<file path="src/rtl/cnt_pkg.sv">
// rtl/cnt_pkg.sv - shared state encoding and direction codes for the up/down counter sequencer
package cnt_pkg;

  localparam logic [1:0] ST_IDLE  = 2'd0;
  localparam logic [1:0] ST_RUN   = 2'd1;
  localparam logic [1:0] ST_DWELL = 2'd2;
  localparam logic [1:0] ST_DONE  = 2'd3;

  localparam logic DIR_UP = 1'b0;
  localparam logic DIR_DN = 1'b1;

endpackage

</file>
<file path="src/rtl/up_dn_step.sv">
// rtl/up_dn_step.sv - wrapping up/down register stepped by one count per enabled edge
module up_dn_step
  import cnt_pkg::*;
#(
  parameter int WIDTH = 4
) (
  input  logic             clk,
  input  logic             rst,
  input  logic             en,
  input  logic             dir,
  output logic [WIDTH-1:0] q,
  output logic [WIDTH-1:0] nxt
);

  // Value after one step; WIDTH-bit arithmetic gives the modulo-2**WIDTH wrap.
  always_comb begin
    nxt = (dir == DIR_DN) ? q - WIDTH'(1) : q + WIDTH'(1);
  end

  // Counter register, only moves when enabled.
  always_ff @(posedge clk or posedge rst) begin
    if (rst) begin
      q <= '0;
    end else if (en) begin
      q <= nxt;
    end
  end

endmodule

</file>
<file path="src/rtl/updn_cnt_sequencer.sv">
// rtl/updn_cnt_sequencer.sv - command-driven sequencer stepping a wrapping counter to a target
module updn_cnt_sequencer
  import cnt_pkg::*;
#(
  parameter int WIDTH     = 4,
  parameter int DWELL_CYC = 2,
  parameter int DW        = 3
) (
  input  logic             clk,
  input  logic             rst,
  input  logic             cmd_valid,
  output logic             cmd_ready,
  input  logic [WIDTH-1:0] cmd_target,
  input  logic             cmd_dir,
  input  logic             abort,
  output logic [WIDTH-1:0] cntr,
  output logic             busy,
  output logic             done,
  output logic             aborted
);

  // Dwell counter counts down from DWELL_CYC-1 to 0, so DWELL lasts DWELL_CYC cycles.
  localparam logic [DW-1:0] DWELL_LOAD = (DWELL_CYC > 0) ? DW'(DWELL_CYC - 1) : '0;
  // Where to go once the counter sits on the target: skip DWELL entirely when no dwell.
  localparam logic [1:0] ST_AT_TGT = (DWELL_CYC == 0) ? ST_DONE : ST_DWELL;

  logic [1:0]       state;
  logic [1:0]       state_nxt;
  logic [WIDTH-1:0] tgt_q;
  logic             dir_q;
  logic [WIDTH-1:0] cntr_nxt;
  logic [DW-1:0]    dwell_cnt;
  logic             step_en;
  logic             active;

  up_dn_step #(
    .WIDTH(WIDTH)
  ) u_step (
    .clk (clk),
    .rst (rst),
    .en  (step_en),
    .dir (dir_q),
    .q   (cntr),
    .nxt (cntr_nxt)
  );

  // State register.
  always_ff @(posedge clk or posedge rst) begin
    if (rst) begin
      state <= ST_IDLE;
    end else begin
      state <= state_nxt;
    end
  end

  // Next-state logic; abort wins over reaching the target on the same edge.
  always_comb begin
    state_nxt = state;
    case (state)
      ST_IDLE: begin
        if (cmd_valid) begin
          state_nxt = (cmd_target != cntr) ? ST_RUN : ST_AT_TGT;
        end
      end
      ST_RUN: begin
        if (abort) begin
          state_nxt = ST_IDLE;
        end else if (cntr_nxt == tgt_q) begin
          state_nxt = ST_AT_TGT;
        end
      end
      ST_DWELL: begin
        if (abort) begin
          state_nxt = ST_IDLE;
        end else if (dwell_cnt == '0) begin
          state_nxt = ST_DONE;
        end
      end
      default: begin
        state_nxt = ST_IDLE;
      end
    endcase
  end

  // Outputs decoded from state; the counter freezes on an aborting edge.
  always_comb begin
    cmd_ready = (state == ST_IDLE);
    active    = (state == ST_RUN) || (state == ST_DWELL);
    busy      = active;
    step_en   = (state == ST_RUN) && !abort;
  end

  // Latch target and direction when a command is taken.
  always_ff @(posedge clk or posedge rst) begin
    if (rst) begin
      tgt_q <= '0;
      dir_q <= DIR_UP;
    end else if (cmd_valid && cmd_ready) begin
      tgt_q <= cmd_target;
      dir_q <= cmd_dir;
    end
  end

  // Dwell counter: reloaded outside DWELL, counts down while dwelling.
  always_ff @(posedge clk or posedge rst) begin
    if (rst) begin
      dwell_cnt <= DWELL_LOAD;
    end else if (state != ST_DWELL) begin
      dwell_cnt <= DWELL_LOAD;
    end else if (dwell_cnt != '0) begin
      dwell_cnt <= dwell_cnt - DW'(1);
    end
  end

  // Registered completion and cancellation pulses.
  always_ff @(posedge clk or posedge rst) begin
    if (rst) begin
      done    <= 1'b0;
      aborted <= 1'b0;
    end else begin
      done    <= (state_nxt == ST_DONE);
      aborted <= abort && active;
    end
  end

endmodule

</file>
<file path="config.mk">
export PLATFORM = sky130hd
export DESIGN_NAME = updn_cnt_sequencer
export DESIGN_NICKNAME = d
export VERILOG_FILES = /design/src/rtl/cnt_pkg.sv /design/src/rtl/up_dn_step.sv /design/src/rtl/updn_cnt_sequencer.sv
export SDC_FILE = /design/constraint.sdc
export NUM_CORES = 1
export LEC_CHECK = 0
export CAP_MARGIN = 20
export CORE_ASPECT_RATIO = 1.2
export CORE_MARGIN = 2
export CORE_UTILIZATION = 45
export CTS_CLUSTER_SIZE = 25
export DETAILED_ROUTE_END_ITERATION = 12
export DONT_BUFFER_PORTS = 1
export SLEW_MARGIN = 25
export SYNTH_ARGS = -nofsm -noshare
export SYNTH_HDL_FRONTEND = slang
export SYNTH_SLANG_ARGS = --single-unit
</file>
<file path="constraint.sdc">
create_clock -name clk -period 3.5 [get_ports clk]
set_input_delay 0.35 -clock clk [delete_from_list [all_inputs] [get_ports clk]]
set_output_delay 0.35 -clock clk [all_outputs]
set_load 0.005 [all_outputs]
</file>
Word-level counts from Yosys, hierarchy flattened:

Index checks and enable logic that the tools add are counted.

* flip-flop bits (word level): 16
* bits in latches: 0
* memory bits (writable): 0
* bits in read-only memories: 0
* input port bits: 9
* output and inout bits: 8
* word-level logic and storage cells: 35
* memories: 0

* add/subtract/negate cells: 3
* multiply operators: 0
* divide/modulo/power cells: 0
* order comparisons: 0
* eq/ne operators: 6
* shifts and indexed selects: 0
* multiplexer cells: 10
* bitwise logic cells: 0
* reductions and logical operators: 9

Operators by type and width (count)
* 2-to-1 mux 2 bit: 6
* 2-to-1 mux 3 bit: 2
* one-hot mux 2 bit (3 select lines): 1
* adder 4 x 1 -> 4 bit, second input constant: 1
* equality test 2 bit, second input constant: 2
* equality test 4 bit: 1
* 2-to-1 mux 4 bit: 1
* inequality test 4 bit: 1
* subtractor 4 x 1 -> 4 bit, second input constant: 1
* logical AND 1 bit: 3
* logical NOT 3 bit: 1
* nonzero test 3 bit: 1
* subtractor 3 x 1 -> 3 bit, second input constant: 1
* equality test 2 x 1 -> 1 bit, second input constant: 1
* logical NOT 2 bit: 1
* inequality test 2 bit, second input constant: 1
* nonzero test 2 bit: 1
* logical NOT 1 bit: 1
* logical OR 1 bit: 1

Logic depth before layout (Yosys ltp):

* depth after elaboration: 7
* mapped depth: 7
* depth with buffers taken out: 7

Hierarchy:

Synthesis repeated with hierarchy kept, for this count alone.

* cell total of the unflattened synthesis: 100
* area, all modules: 1046.0 um^2

Modules (own cells, without submodules)
* updn_cnt_sequencer: instances 1, cells an instance 67, area an instance 713.2 um^2, seq. area each 301.5 um^2
* up_dn_step: instances 1, cells an instance 33, area an instance 332.8 um^2, seq. area each 100.1 um^2

Worst setup path before layout:

OpenSTA, ideal clock, no wires.

* path kind: flip-flop to flip-flop
* start: register dir_q
* end: register done
* library setup time: 0.118 ns
* data arrival time: 1.764 ns
* data required time: 3.382 ns
* slack: 1.617 ns
* stages on the path, launching flop included: 7
* buffers on the path: 0
* clock period less this slack: 1.883 ns
* cells stage by stage: dfrtp_1 ha_1 xor3_2 nor3_1 o21ai_2 and3_1 a21o_1

* word-level cells in the longest chain between the ends: 6

Ends and longest elaborated chain
* from (decl): RTL line updn_cnt_sequencer.sv:30 `logic dir_q;`
* from (signal assigned): RTL line updn_cnt_sequencer.sv:100 `dir_q <= cmd_dir;`
* 2-to-1 mux 4 bit: RTL line up_dn_step.sv:17 `nxt = (dir == DIR_DN) ? q - WIDTH'(1) : q + WIDTH'(1);`
* equality test 4 bit: RTL line updn_cnt_sequencer.sv:68 `end else if (cntr_nxt == tgt_q) begin`
* 2-to-1 mux 2 bit: RTL line updn_cnt_sequencer.sv:68
* 2-to-1 mux 2 bit: RTL line updn_cnt_sequencer.sv:66 `if (abort) begin`
* one-hot mux 2 bit (3 select lines): RTL line updn_cnt_sequencer.sv:59 `case (state)`
* equality test 2 bit: RTL line updn_cnt_sequencer.sv:121 `done <= (state_nxt == ST_DONE);`
* to (signal assigned): RTL line updn_cnt_sequencer.sv:121
* to (decl): RTL line updn_cnt_sequencer.sv:18 `output logic done,`

No other way between the ends.
A chain may end at the register's enable or synchronous reset.

Worst setup path after layout:

Ends and elaborated chain as after synthesis.

==> run_summary.xml <==
<?xml version="1.0" encoding="UTF-8"?>
<metrics>
  <group name="pwr">
    <metric name="irDropWorstVdd" unit="V">0.0005609</metric>
    <metric name="power_density" unit="mW/mm^2">1000</metric>
    <metric name="leakage" unit="nW">0.4702</metric>
  </group>
  <group name="routing">
    <metric name="first_iter_violations" unit="">5</metric>
    <metric name="routed-wl-met3" unit="um">70</metric>
    <metric name="detailroute.via_count" unit="">628</metric>
    <metric name="post_drt_via_cell_ratio" unit="">5.190</metric>
    <metric name="drt-total-wl" unit="mm">1.770</metric>
    <metric name="firstDrtPassIters" unit="">4</metric>
    <metric name="routedWlPerCell" unit="um">14.63</metric>
    <metric name="met1_length" unit="um">770</metric>
    <metric name="wl_met2" unit="um">902</metric>
    <metric name="post_route_ant_nets" unit="">0</metric>
    <metric name="maxUsedRoutingLayer" unit="">met4</metric>
    <metric name="drc" unit="">0</metric>
  </group>
  <group name="synthesis">
    <metric name="synth_seq_area_share" unit="%">41.05</metric>
    <metric name="syn-instance-count" unit="">87</metric>
    <metric name="netlist_top_cells_area" unit="">sky130_fd_sc_hd__dfrtp_1, sky130_fd_sc_hd__ha_1, sky130_fd_sc_hd__xnor2_1</metric>
    <metric name="synth_largest_area_cell" unit="">sky130_fd_sc_hd__dfrtp_1</metric>
    <metric name="syn-cell-area" unit="sq um">978.4</metric>
    <metric name="post_synth_num_cell_types" unit="">30</metric>
    <metric name="yosysWarnings" unit="">0</metric>
    <metric name="synthesis.nets" unit="">105</metric>
    <metric name="avgSynthCellArea" unit="sq um">11.25</metric>
    <metric name="synth_top_area_share" unit="%">38.36</metric>
    <metric name="postSynthRegisterBits" unit="">16</metric>
  </group>
  <group name="final_layout">
    <metric name="num_antenna_cells" unit="">0</metric>
    <metric name="utilization_after_layout" unit="%">51.34</metric>
    <metric name="final.fill_count" unit="">188</metric>
    <metric name="synthToLayoutAreaGrowth" unit="%">7.545</metric>
    <metric name="nNetsFinal" unit="">110</metric>
    <metric name="share_of_layout_cells_above_drive_strength_1" unit="%">16.48</metric>
    <metric name="finish.cell_count_without_fillers" unit="">121</metric>
  </group>
  <group name="global_routing">
    <metric name="antenna_found_initial" unit="">0</metric>
    <metric name="first_global_vias" unit="">647</metric>
    <metric name="grt_first_pass_wirelength" unit="mm">3.036</metric>
    <metric name="groute.usage.overall" unit="%">17.06</metric>
    <metric name="pin_count_of_the_biggest_net_entering_global_routing" unit="">17</metric>
    <metric name="global_route.overflow_total" unit="">0</metric>
  </group>
  <group name="floorplanning">
    <metric name="ioPinCount" unit="">17</metric>
    <metric name="rows" unit="">18</metric>
    <metric name="coreArea" unit="sq mm">0.002049</metric>
    <metric name="die_h" unit="um">55.08</metric>
    <metric name="die_w" unit="um">46.57</metric>
    <metric name="initial_core_utilization" unit="%">47.74</metric>
    <metric name="dieArea" unit="sq mm">0.002565</metric>
  </group>
  <group name="worst_setup_path">
    <metric name="cp.arrival" unit="ns">2.22</metric>
    <metric name="timing.critical_path.fanout_max" unit="">6</metric>
    <metric name="worst_path_largest_cell_delay" unit="ns">0.48</metric>
    <metric name="critical_path.startpoint_type" unit="">flip-flop</metric>
    <metric name="cp_top_family" unit="">flip-flops</metric>
    <metric name="bufs_and_invs_on_worst_path" unit="">0</metric>
    <metric name="cpMaxStageDelayCell" unit="">sky130_fd_sc_hd__dfrtp_1</metric>
    <metric name="path_depth" unit="">6</metric>
    <metric name="ff2ff_path_depth" unit="">6</metric>
    <metric name="cells_traversed_along_the_worst_timing_path" unit="">ha_1 &gt; xor3_2 &gt; nor3_1 &gt; o21ai_2 &gt; and3_1 &gt; a21o_1</metric>
    <metric name="type_of_the_worst_setup_path" unit="">reg2reg</metric>
    <metric name="worst_ep_required_time" unit="ns">3.69</metric>
    <metric name="end_kind" unit="">flip-flop</metric>
  </group>
  <group name="run">
    <metric name="max-cap-violations" unit="">0</metric>
  </group>
  <group name="cts">
    <metric name="post_cts_sizing_count" unit="">0</metric>
    <metric name="holdBufCountCts" unit="">0</metric>
    <metric name="postCtsSetupBuffers" unit="">0</metric>
    <metric name="clk_transition_reported_paths" unit="ns">0.10</metric>
    <metric name="clock_sink_count" unit="">16</metric>
    <metric name="max-clock-path-buffers" unit="">2</metric>
    <metric name="insertion_delay" unit="ns">0.29</metric>
    <metric name="cts.htree.levels" unit="">1</metric>
    <metric name="clock-root-buffer" unit="">sky130_fd_sc_hd__clkbuf_4</metric>
    <metric name="tritoncts" unit="">done</metric>
    <metric name="tritoncts.num_buffers" unit="">3</metric>
  </group>
  <group name="sta">
    <metric name="finalSetupTns" unit="ns">0</metric>
    <metric name="post-route-period-util" unit="%">57.83</metric>
    <metric name="worst-slew-pin-transition" unit="ns">0.6190</metric>
    <metric name="layout_setup_ws" unit="ns">1.476</metric>
    <metric name="worst_hold_slack" unit="ns">0.009216</metric>
    <metric name="clock_skew" unit="ns">0.006800</metric>
    <metric name="max_slew_margin" unit="%">58.69</metric>
    <metric name="rsz0062_at_grt" unit="">false</metric>
    <metric name="final_hold_viol_count" unit="">0</metric>
    <metric name="fmax" unit="MHz">494.1</metric>
    <metric name="timing.final.crit_period" unit="ns">2.024</metric>
    <metric name="timing_max_transition_violations_final" unit="">0</metric>
    <metric name="finalSetupViolCount" unit="">0</metric>
  </group>
  <group name="worst_hold_path">
    <metric name="worstHoldPathType" unit="">in2async</metric>
  </group>
  <group name="run_status">
    <metric name="outcome" unit="">completed</metric>
  </group>
  <group name="placed_design">
    <metric name="buffers_on_ports" unit="">0</metric>
    <metric name="post-place-cells" unit="">117</metric>
    <metric name="gp_congestion" unit="">0.8826</metric>
    <metric name="dpl.hpwl" unit="mm">1.377</metric>
    <metric name="place_ws" unit="ns">1.499</metric>
  </group>
</metrics>
==> routing by layer <==
metal	global-route usage, %	vias to the layer above
li1	-	301
met5	0	-
met4	8.571	0
met3	2.597	4
met2	28.24	11
met1	21.36	312
==> cell families after synthesis <==
logic type | after synthesis | share of synthesized area [%]
adders and majority gates | 9 | 12.28
DFF | 16 | 41.05
muxes | 7 | 7.928
xor gates and xnor gates | 13 | 14.71
and+or+nand+nor | 24 | 13.56
buffers and inverters | 5 | 1.918
AOI/OAI and AO/OA | 13 | 8.570
==> cells in the final DEF (no fill, tap or decap), types with 3 or more instances in the layout <==
cell type	synthesis	final
sky130_fd_sc_hd__clkbuf_4	0	3
sky130_fd_sc_hd__mux2_2	6	6
sky130_fd_sc_hd__xnor2_1	10	10
sky130_fd_sc_hd__ha_1	8	8
sky130_fd_sc_hd__nand2_1	5	5
sky130_fd_sc_hd__nor2b_1	6	6
sky130_fd_sc_hd__and2_1	3	3
sky130_fd_sc_hd__o21ai_0	4	4
sky130_fd_sc_hd__inv_1	5	5
sky130_fd_sc_hd__dfrtp_1	15	15
==> final cells by class <==
cell class	instances	area, sq um	share of cell area (%)
Clock buffer	4	36.28	3.448
Inverter	5	18.77	1.784
Multi-Input combinational cell	66	558.0	53.03
Sequential cell	16	401.6	38.17
Tap cell	30	37.54	3.567
==> flip-flops by register name (all words and copies together) (netlist names) <==
register,count
aborted,1
dir_q,1
done,1
dwell_cnt,3
state,2
tgt_q,4
u_step.q,4
==> where the power goes <==
part / switching (W) / leakage [nW] / internal [W]
sequential: 0.0000906 / 0.198 / 0.000262
combinational: 0.000250 / 0.252 / 0.000324
clock: 0.0000624 / 0.0210 / 0.0000634
==> stage by stage <==
step	instance area, sq um	total power (W)
2_1_floorplan	978.4	0.0008294
3_3_place_gp	1016	0.0009224
3_5_place_dp	1016	0.0009336
4_1_cts	1052	0.001065
5_1_grt	1052	0.001152
6_report	1052	0.001052
==> path summary, 6_finish.rpt <==
path,from,slack [ns],to
setup / recovery,dir_q,1.48,done
hold / removal,rst,0.009,u_step.q[1]
setup reg to reg,dir_q,1.48,done
hold reg to reg,tgt_q[3],0.53,tgt_q[3]
max in group asynchronous,rst,3.09,u_step.q[2]
min in group clk,abort,0.18,aborted
==> synthesized netlist by cell type, drive strengths merged <==
master  number
dfrtp       15
xnor2       10
ha           8
mux2         6
nor2b        6
inv          5
nand2        5
o21ai        5
and2         3
a21o         2
a21oi        2
and3         2
nand3        2
nor2         2
nor3         2
a31oi        1
dfstp        1
fa           1
mux2i        1
nand2b       1
nand4        1
o211ai       1
o21a         1
o21bai       1
xnor3        1
xor2         1
xor3         1
(Power assumes the default switching activity.)
